File: config.mk
export PLATFORM = sky130hd
export DESIGN_NAME = spi_master
export DESIGN_NICKNAME = d
export VERILOG_FILES = /design/src/rtl/spi_master.sv
export SDC_FILE = /design/constraint.sdc
export NUM_CORES = 1
export LEC_CHECK = 0
export ABC_AREA = 0
export CORE_MARGIN = 3
export CORE_UTILIZATION = 23
export CTS_BUF_LIST = sky130_fd_sc_hd__clkbuf_8
export DETAILED_ROUTE_END_ITERATION = 8
export PLACE_DENSITY_LB_ADDON = 0.05
export SLEW_MARGIN = 0
export SYNTH_ARGS = -nofsm -noshare
export SYNTH_HDL_FRONTEND = slang
export SYNTH_SLANG_ARGS = --single-unit
File: constraint.sdc
create_clock -name clk -period 1.5 [get_ports clk]
set_input_delay 0.3 -clock clk [delete_from_list [all_inputs] [get_ports clk]]
set_output_delay 0.3 -clock clk [all_outputs]
set_load 0.02 [all_outputs]
File: src/rtl/spi_master.sv
`default_nettype none
// +-----------------------------------------------------------------------+
// | spi_master: SPI mode-0 master, MSB first, one DATA_W frame per cs low |
// | Rev 1.0                                                               |
// +-----------------------------------------------------------------------+
module spi_master #(
  parameter int DATA_W   = 8,
  parameter int CLK_DIV  = 4,
  parameter int CS_SETUP = 4,
  parameter int CS_HOLD  = 4,
  parameter int CS_IDLE  = 4
) (
  input  logic              clk,
  input  logic              rst,
  input  logic              start,
  input  logic [DATA_W-1:0] tx_data,
  output logic              busy,
  output logic              done,
  output logic [DATA_W-1:0] rx_data,
  output logic              cs,
  output logic              sck,
  output logic              mosi,
  input  logic              miso
);

  localparam logic [2:0] S_IDLE  = 3'd0;
  localparam logic [2:0] S_SETUP = 3'd1;
  localparam logic [2:0] S_SHIFT = 3'd2;
  localparam logic [2:0] S_HOLD  = 3'd3;
  localparam logic [2:0] S_GAP   = 3'd4;

  localparam int MAX_SH  = (CS_SETUP > CS_HOLD) ? CS_SETUP : CS_HOLD;
  localparam int CNT_MAX = (MAX_SH > CS_IDLE) ? MAX_SH : CS_IDLE;
  localparam int CNT_W   = $clog2(CNT_MAX);
  localparam int DIV_W   = $clog2(CLK_DIV);
  localparam int BIT_W   = $clog2(DATA_W);

  logic [2:0]        state, state_nxt;
  logic [CNT_W-1:0]  cnt, cnt_nxt;
  logic [DIV_W-1:0]  div_cnt, div_cnt_nxt;
  logic [BIT_W-1:0]  bit_cnt, bit_cnt_nxt;
  logic [DATA_W-1:0] tx_sh, tx_sh_nxt;
  logic [DATA_W-1:0] rx_sh, rx_sh_nxt;
  logic [DATA_W-1:0] rx_data_nxt;
  logic              cs_nxt, sck_nxt, mosi_nxt, busy_nxt, done_nxt;
  logic              setup_end, div_end, last_bit, shift_end, hold_end, gap_end;

  assign setup_end = (cnt == CNT_W'(CS_SETUP - 1));
  assign hold_end  = (cnt == CNT_W'(CS_HOLD - 1));
  assign gap_end   = (cnt == CNT_W'(CS_IDLE - 1));
  assign div_end   = (div_cnt == DIV_W'(CLK_DIV - 1));
  assign last_bit  = (bit_cnt == BIT_W'(DATA_W - 1));
  // The frame ends after the low half of the last bit, not at its falling edge.
  assign shift_end = div_end && !sck && last_bit;

  always_ff @(posedge clk or posedge rst) begin
    if (rst) begin
      state   <= S_IDLE;
      cnt     <= '0;
      div_cnt <= '0;
      bit_cnt <= '0;
      tx_sh   <= '0;
      rx_sh   <= '0;
      rx_data <= '0;
      cs      <= 1'b1;
      sck     <= 1'b0;
      mosi    <= 1'b0;
      busy    <= 1'b0;
      done    <= 1'b0;
    end else begin
      state   <= state_nxt;
      cnt     <= cnt_nxt;
      div_cnt <= div_cnt_nxt;
      bit_cnt <= bit_cnt_nxt;
      tx_sh   <= tx_sh_nxt;
      rx_sh   <= rx_sh_nxt;
      rx_data <= rx_data_nxt;
      cs      <= cs_nxt;
      sck     <= sck_nxt;
      mosi    <= mosi_nxt;
      busy    <= busy_nxt;
      done    <= done_nxt;
    end
  end

  always_comb begin
    state_nxt = state;
    case (state)
      S_IDLE:  if (start)     state_nxt = S_SETUP;
      S_SETUP: if (setup_end) state_nxt = S_SHIFT;
      S_SHIFT: if (shift_end) state_nxt = S_HOLD;
      S_HOLD:  if (hold_end)  state_nxt = S_GAP;
      S_GAP:   if (gap_end)   state_nxt = S_IDLE;
      default:                state_nxt = S_IDLE;
    endcase
  end

  always_comb begin
    cnt_nxt     = cnt + CNT_W'(1);
    div_cnt_nxt = div_cnt;
    bit_cnt_nxt = bit_cnt;
    tx_sh_nxt   = tx_sh;
    rx_sh_nxt   = rx_sh;
    rx_data_nxt = rx_data;
    cs_nxt      = cs;
    sck_nxt     = sck;
    mosi_nxt    = mosi;
    busy_nxt    = busy;
    done_nxt    = 1'b0;

    if (state_nxt != state || state == S_IDLE || state == S_SHIFT)
      cnt_nxt = '0;

    case (state)
      S_IDLE: begin
        if (start) begin
          tx_sh_nxt = tx_data;
          rx_sh_nxt = '0;
          mosi_nxt  = tx_data[DATA_W-1];
          cs_nxt    = 1'b0;
          busy_nxt  = 1'b1;
        end
      end
      S_SETUP: begin
        if (setup_end) begin
          sck_nxt     = 1'b1;
          div_cnt_nxt = '0;
          bit_cnt_nxt = '0;
        end
      end
      S_SHIFT: begin
        if (!div_end) begin
          div_cnt_nxt = div_cnt + DIV_W'(1);
        end else begin
          div_cnt_nxt = '0;
          if (sck) begin
            // Sample as late as possible: on the edge that drops sck.
            sck_nxt   = 1'b0;
            rx_sh_nxt = {rx_sh[DATA_W-2:0], miso};
            if (!last_bit) begin
              tx_sh_nxt = {tx_sh[DATA_W-2:0], 1'b0};
              mosi_nxt  = tx_sh[DATA_W-2];
            end
          end else if (!last_bit) begin
            bit_cnt_nxt = bit_cnt + BIT_W'(1);
            sck_nxt     = 1'b1;
          end
        end
      end
      S_HOLD: begin
        if (hold_end) begin
          cs_nxt      = 1'b1;
          mosi_nxt    = 1'b0;
          done_nxt    = 1'b1;
          rx_data_nxt = rx_sh;
        end
      end
      S_GAP: begin
        if (gap_end) busy_nxt = 1'b0;
      end
      default: begin
        cs_nxt   = 1'b1;
        sck_nxt  = 1'b0;
        mosi_nxt = 1'b0;
        busy_nxt = 1'b0;
      end
    endcase
  end

endmodule
`default_nettype wire

==> metrics.cfg, run 1 <==
[status]
outcome = finished, violations left
violations = negative setup slack

[run]
maxCapViolations = 0

[cts]
clkSinkCount = 38
h-tree-depth = 2
cts_tree = done
holdBufCountCts = 0
clkTransAtPathRegs_ns = 0.08
cts.path.max_buffers = 2
clock_latency_ns = 0.29
cts-root-buf = clkbuf_8
numCtsBuffers = 5

[die]
die_w_um = 93.7
die_height_um = 93.7
rows = 31
num_io_pins = 25
fp.coreArea_mm2 = 0.00737
dieArea_mm2 = 0.00879
start_util_pct = 24.0

[setup_path]
endpoint_kind = flop
r2r.worst_path.cells = 7
arrival_ns = 1.79
reg2reg_slack_ns = -0.06
regToRegStartpoint = bit_cnt[0]$_DFFE_PP0P_
regToRegEndpoint = tx_sh[0]$_DFFE_PP0P_
cp.required_ns = 1.73
cp_max_fo = 7
criticalPathCategory = flop to flop
critPathLaunchType = flop

[final_layout]
drive_above_1_share_pct = 33.6
area_delta_synth_final_pct = 45.0
final_area_mm2 = 0.00257
final_common_cell = dfrtp_1
final_cell_mix = dfrtp_1 (35), nand2_1 (23), buf_4 (19), dlygate4sd2_1 (13)
diodes = 0
fin_nets = 232

[synthesis]
async_flop_share_pct = 100
yosys.area_share.xor_xnor_pct = 0.989
ys_types = 37
synth-compound-area-share_pct = 12.7
yosys-top-cells-area = dfrtp_1 (52%), mux2_2 (6.4%), nand2_1 (4.9%), mux2i_1 (4.0%), a21oi_1 (3.4%)
synthSimpleGateAreaFrac_pct = 14.8
synthAdderAreaFrac_pct = 2.83
synth_top_family_by_area = simple AND/OR/NAND/NOR gates
synth_area_mm2 = 0.00177
ys_warn_count = 0
postSynthCellCount = 170
synth-edff-count = 0
ys.flop_type = dfrtp_1
synth.avg_cell_area_um2 = 10.4
ys_seq_elements = 38
synthMuxAreaShare_pct = 10.3
synth_fp_nets = 186
yosysTopAreaCell = dfrtp_1
seq_area_frac_synth_pct = 53.8
yosysTopAreaCellShare_pct = 52.3

[timing]
fin_tns_setup_ns = -0.335
relSlewSlack_pct = 77.0
fin_crit_ns = 1.56
period_share_pct = 104
slew_viol_final = 0
worst_slack_ns = -0.0601
tightest_slew_ns = 0.345
skew_ns = 0.00601
fmax_mhz = 641
hold_violations = 0
rsz0062_at_grt = yes
setup_viol = 7

[placement]
portBuffers = 24
placed_area_mm2 = 0.00226
dpl.hpwl_um = 2830
gp_routability_congestion = 0.798

[global_routing]
antenna_found_initial = 0
grt_pass1_vias = 1397
track_usage_pct = 9.99
grt_first_pass_wirelength_um = 6800
grt.overflow.total = 0
grt_max_degree = 27

[drt]
routed_wl_um = 4310
vias = 1414
first_pass_iters = 4
routedWlPerCell_um = 13.6
via_per_inst = 4.47
drt_iter0_markers = 37
ant_nets = 0
drc = 0

[min_path]
worstHoldPathType = primary input to asynchronous set/reset pin

[pwr]
power_density_mw_per_mm2 = 842
leakagePower_nw = 1.25
peakVddDrop_mv = 0.466

==> sequential cells by signal (all words and copies together), names as in the netlist, 2 cells and up <==
register,count
cnt,2
bit_cnt,3
div_cnt,2
tx_sh,7
state,3
rx_sh,8
rx_data,8
==> worst max path at each step <==
stage | from | endpoint | slack (ns) | depth (start not counted)
floorplan | cnt[0]$_DFF_PP0_ | rx_data[0]$_DFFE_PP0P_ | 0.005 | 5
global placement | start | tx_sh[2]$_DFFE_PP0P_ | -0.13 | 6
detailed placement | start | rx_sh[0]$_DFFE_PP0P_ | -0.11 | 6
CTS | bit_cnt[1]$_DFFE_PP0P_ | bit_cnt[0]$_DFFE_PP0P_ | -0.03 | 6
global route | bit_cnt[0]$_DFFE_PP0P_ | tx_sh[0]$_DFFE_PP0P_ | -0.15 | 7
finish | bit_cnt[0]$_DFFE_PP0P_ | tx_sh[0]$_DFFE_PP0P_ | -0.06 | 7
==> per-stage QoR <==
| step | instances | hold WS (ns) | power [mW] | utilization (%) | setup WS [ns] |
|---|---|---|---|---|---|
| 3_3_place_gp | 303 | 0.428 | 1.12 | 30.7 | -0.134 |
| 4_1_cts | 312 | 0.319 | 2.21 | 32.6 | -0.0293 |
| 6_report | 316 | 0.317 | 2.16 | 34.8 | -0.0601 |
| 5_1_grt | 316 | 0.347 | 2.27 | 34.8 | -0.147 |
| 3_5_place_dp | 303 | 0.441 | 1.13 | 30.7 | -0.115 |
| 2_1_floorplan | 170 | 0.415 | 1.08 | - | 0.00454 |
==> power breakdown <==
part	switching [mW]	internal [mW]
registers	0.00625	1.03
clock network	0.391	0.667
logic	0.0313	0.0343
==> synthesized netlist by cell type, types with 2 or more instances <==
cell type / count
nor2_1: 12
a21oi_1: 12
o21a_1: 2
nor2b_1: 2
a22o_1: 2
mux2_2: 10
o21ai_0: 11
dfrtp_1: 37
mux2i_1: 7
nor3_1: 2
o21ai_1: 3
nand2_1: 23
nand3b_1: 2
nand3_1: 6
buf_4: 4
inv_1: 6
ha_1: 4
a221oi_1: 2
buf_2: 5
==> critical path, cell delays in order (launching register included) <==
cell and delay, ns:
dfrtp_1 0.39, ha_2 0.20, ha_4 0.18, and4b_1 0.27, o21a_4 0.16, buf_12 0.15
nand3_2 0.08, o21ai_2 0.06
==> layout make-up <==
type                       instances  area, um2
clock buffer                       5       68.8
clock inverter                     3       68.8
fill                             771       4800
inverter                           7       26.3
multi-input combinational        117        882
sequential                        38        955
tap                               99        124
timing repair buffer              47        443
==> metal layers <==
metal	wire [um]	vias up	share of wire (%)	GRT usage, %
met5	0	-	0	0
met4	70	0	1.6	4.09
met3	188	7	4.4	3.21
met2	2010	31	47	14.4
met1	2050	690	47	13.7
li1	-	686	-	-
==> cells by family (layout without fill, tap and decap cells) <==
| group | count (synthesis) | in the layout |
|---|---|---|
| AOI/OAI and AO/OA | 38 | 38 |
| xor gates and xnor gates | 2 | 2 |
| adders and majority gates | 4 | 4 |
| buffers and inverters | 16 | 62 |
| DFF | 38 | 38 |
| muxes | 17 | 17 |
| and+or+nand+nor | 55 | 56 |
==> timing repair <==
action | 4_1_cts | 5_1_grt
gates resized for setup | 16 | 31
hold endpoints to repair | 0 | 0
pin swaps | 3 | 8
cloned | 0 | 2
setup endpoints to repair | 32 | 31
setup buffers | 1 | 2
Power figures use the tool's default switching activity.
==> run 2, diff against run 1 <==
- CTS_BUF_LIST: sky130_fd_sc_hd__clkbuf_8 -> sky130_fd_sc_hd__clkbuf_4 sky130_fd_sc_hd__clkbuf_8 sky130_fd_sc_hd__clkbuf_16
- PLACE_DENSITY_LB_ADDON: 0.05 -> 0.15
- RECOVER_POWER: default -> 50
==> run 2 against run 1 <==
Against the previous run: via count is 6.4% lower; sequential power about the same; wire length is 13% lower; critical path depth unchanged; the run still ends with negative setup slack left; cell count is 1.3% lower.
==> metrics.cfg, run 2 (synthesis gave the netlist of run 1 again) <==
[pwr]
p_seq_share_pct = 51.9  ; +3.9 points
leakagePower_nw = 1.22  ; -2.8%
switching_power_mw = 0.403  ; -6.1%
internal_power_mw = 1.60  ; -7.8%
power_density_mw_per_mm2 = 814  ; -3.3%
comb_power_share_pct = 3.1  ; about the same
p_clk_share_pct = 45.0  ; -3.9 points
peakVddDrop_mv = 0.294  ; -37%
swShare_pct = 20.1  ; +0.29 points

[timing]
relSlewSlack_pct = 35.7  ; -41 points
rsz0062_at_grt = yes
hold_violations = 0  ; unchanged
worst_slack_ns = -0.0375  ; +0.0226 ns
slew_viol_final = 0  ; unchanged
skew_ns = 0.00545  ; -0.000561 ns
fmax_mhz = 650  ; +1.5%
setup_viol = 7  ; unchanged
fin_crit_ns = 1.54  ; -0.0226 ns
tightest_slew_ns = 0.965  ; +0.620 ns
period_share_pct = 102  ; -1.5 points

[die]
dieArea_mm2 = 0.00879  ; unchanged
die_height_um = 93.7  ; unchanged
rows = 31  ; unchanged
die_w_um = 93.7  ; unchanged
num_io_pins = 25  ; unchanged
fp.coreArea_mm2 = 0.00737  ; unchanged
start_util_pct = 24.0  ; unchanged

[placement]
portBuffers = 24  ; unchanged
gp_routability_congestion = 0.731  ; -8.4%
dpl_worst_slack_ns = -0.0973  ; +0.0173 ns
dpl.hpwl_um = 2620  ; -7.4%
dp.cells = 303  ; unchanged

[setup_path]
cp_max_fo = 7  ; unchanged
endpoint_kind = flop
criticalPathCategory = flop to flop
critPathLaunchType = flop
arrival_ns = 1.75  ; -0.04 ns
regToRegStartpoint = bit_cnt[0]$_DFFE_PP0P_
crit_start = bit_cnt[0]$_DFFE_PP0P_
cp.required_ns = 1.72  ; about the same

[final_layout]
drive_above_1_share_pct = 26.3  ; -7.3 points
regArea_um2 = 955  ; unchanged
multi_input_area_um2 = 801  ; -9.2%
fin_cells = 312  ; -1.3%
final_common_cell = dfrtp_1
diodes = 0  ; unchanged
fin_nets = 229  ; -1.3%
area_delta_synth_final_pct = 38.7
reg.largest.list = rx_data (8), rx_sh (8), tx_sh (7)
final_cell_mix = dfrtp_1 (35), nand2_1 (23), buf_4 (16), dlygate4sd2_1 (12), clkdlybuf4s50_1 (11)
fillers = 781  ; +1.3%

[cts]
numCtsBuffers = 5  ; unchanged
clock_latency_ns = 0.29  ; about the same
h-tree-depth = 2  ; unchanged
cts-root-buf = clkbuf_8
clkSinkCount = 38  ; unchanged
cts.path.max_buffers = 2  ; unchanged
holdBufCountCts = 0  ; unchanged
clkTransAtPathRegs_ns = 0.08  ; about the same
cts_tree = done

[global_routing]
grt.overflow.total = 0  ; unchanged
grt_max_degree = 39  ; +44%
track_usage_pct = 9.56  ; -0.43 points
grt_first_pass_wirelength_um = 6570  ; -3.4%
grt_pass1_vias = 1372  ; -1.8%
antenna_found_initial = 0  ; unchanged

[drt]
drc = 0  ; unchanged
drt_iter0_markers = 65  ; +76%
routed_wl_um = 3760  ; -13%
first_pass_iters = 4  ; unchanged
ant_nets = 0  ; unchanged
routedWlPerCell_um = 12.0  ; -12%
vias = 1323  ; -6.4%
via_per_inst = 4.24  ; -5.2%

[min_path]
hp-start = cnt[0]$_DFF_PP0_
worstHoldPathType = flop to flop

[run]
maxCapViolations = 0  ; unchanged

[status]
outcome = finished, violations left
violations = negative setup slack

==> run 2: critical path: stages, from the launching register on <==
cell     delay, ns
dfrtp_1       0.39
ha_2          0.20
ha_4          0.17
and4b_1       0.26
o21a_4        0.18
buf_12        0.12
nor2_1        0.04
a21oi_1       0.10
==> run 2: cell type report <==
type                       instances  area share, %
sequential                        38           38.9
multi-input combinational        116           32.6
timing repair buffer              45           17.8
tap                               99           5.04
clock buffer                       6           3.36
clock inverter                     1           1.22
inverter                           7           1.07
==> run 2: power groups by stage <==
stage          sequential, mW  combinational [mW]  clock [mW]
2_1_floorplan            1.06              0.0253           0
3_3_place_gp             1.06              0.0722           0
3_5_place_dp             1.06              0.0730           0
4_1_cts                  1.04              0.0729       0.938
5_1_grt                  1.04              0.0749       0.989
6_report                 1.04              0.0628       0.899
==> run 2: what timing repair did <==
item                       CTS  global route
cloned                       1             0
pin swaps                    2             4
resized for setup           17            13
setup buffers                1             0
setup endpoints to repair   23            31
==> run 2: stage by stage <==
| stage | total power [mW] | TNS (ns) | hold slack (ns) | cell area [um2] | util, % |
|---|---|---|---|---|---|
| 2_1_floorplan | 1.08 | 0 | 0.415 | 1790 | - |
| 3_3_place_gp | 1.13 | -1.26 | 0.433 | 2280 | 31.0 |
| 3_5_place_dp | 1.13 | -1.32 | 0.444 | 2280 | 31.0 |
| 4_1_cts | 2.05 | -0.164 | 0.366 | 2430 | 33.0 |
| 5_1_grt | 2.10 | -1.10 | 0.462 | 2460 | 33.3 |
| 6_report | 2.00 | -0.229 | 0.456 | 2460 | 33.3 |
==> run 2: metal layers <==
layer,GRT usage (%),share of wire (%)
met1,12.5,48
met2,14.7,47
met3,3.04,3.3
met4,3.61,1.4
met5,0,0
==> run 2: path summary, 6_finish.rpt <==
| kind | slack [ns] | endpoint | depth (start not counted) |
|---|---|---|---|
| worst min-delay path | 0.46 | cnt[0]$_DFF_PP0_ | 1 |
| max in group asynchronous | 0.24 | state[1]$_DFF_PP0_ | 3 |
| worst max-delay path | -0.04 | tx_sh[5]$_DFFE_PP0P_ | 7 |
| worst min register to register | 0.46 | cnt[0]$_DFF_PP0_ | 1 |
| min in group asynchronous | 0.61 | tx_sh[0]$_DFFE_PP0P_ | 3 |
| worst max register to register | -0.04 | tx_sh[5]$_DFFE_PP0P_ | 7 |
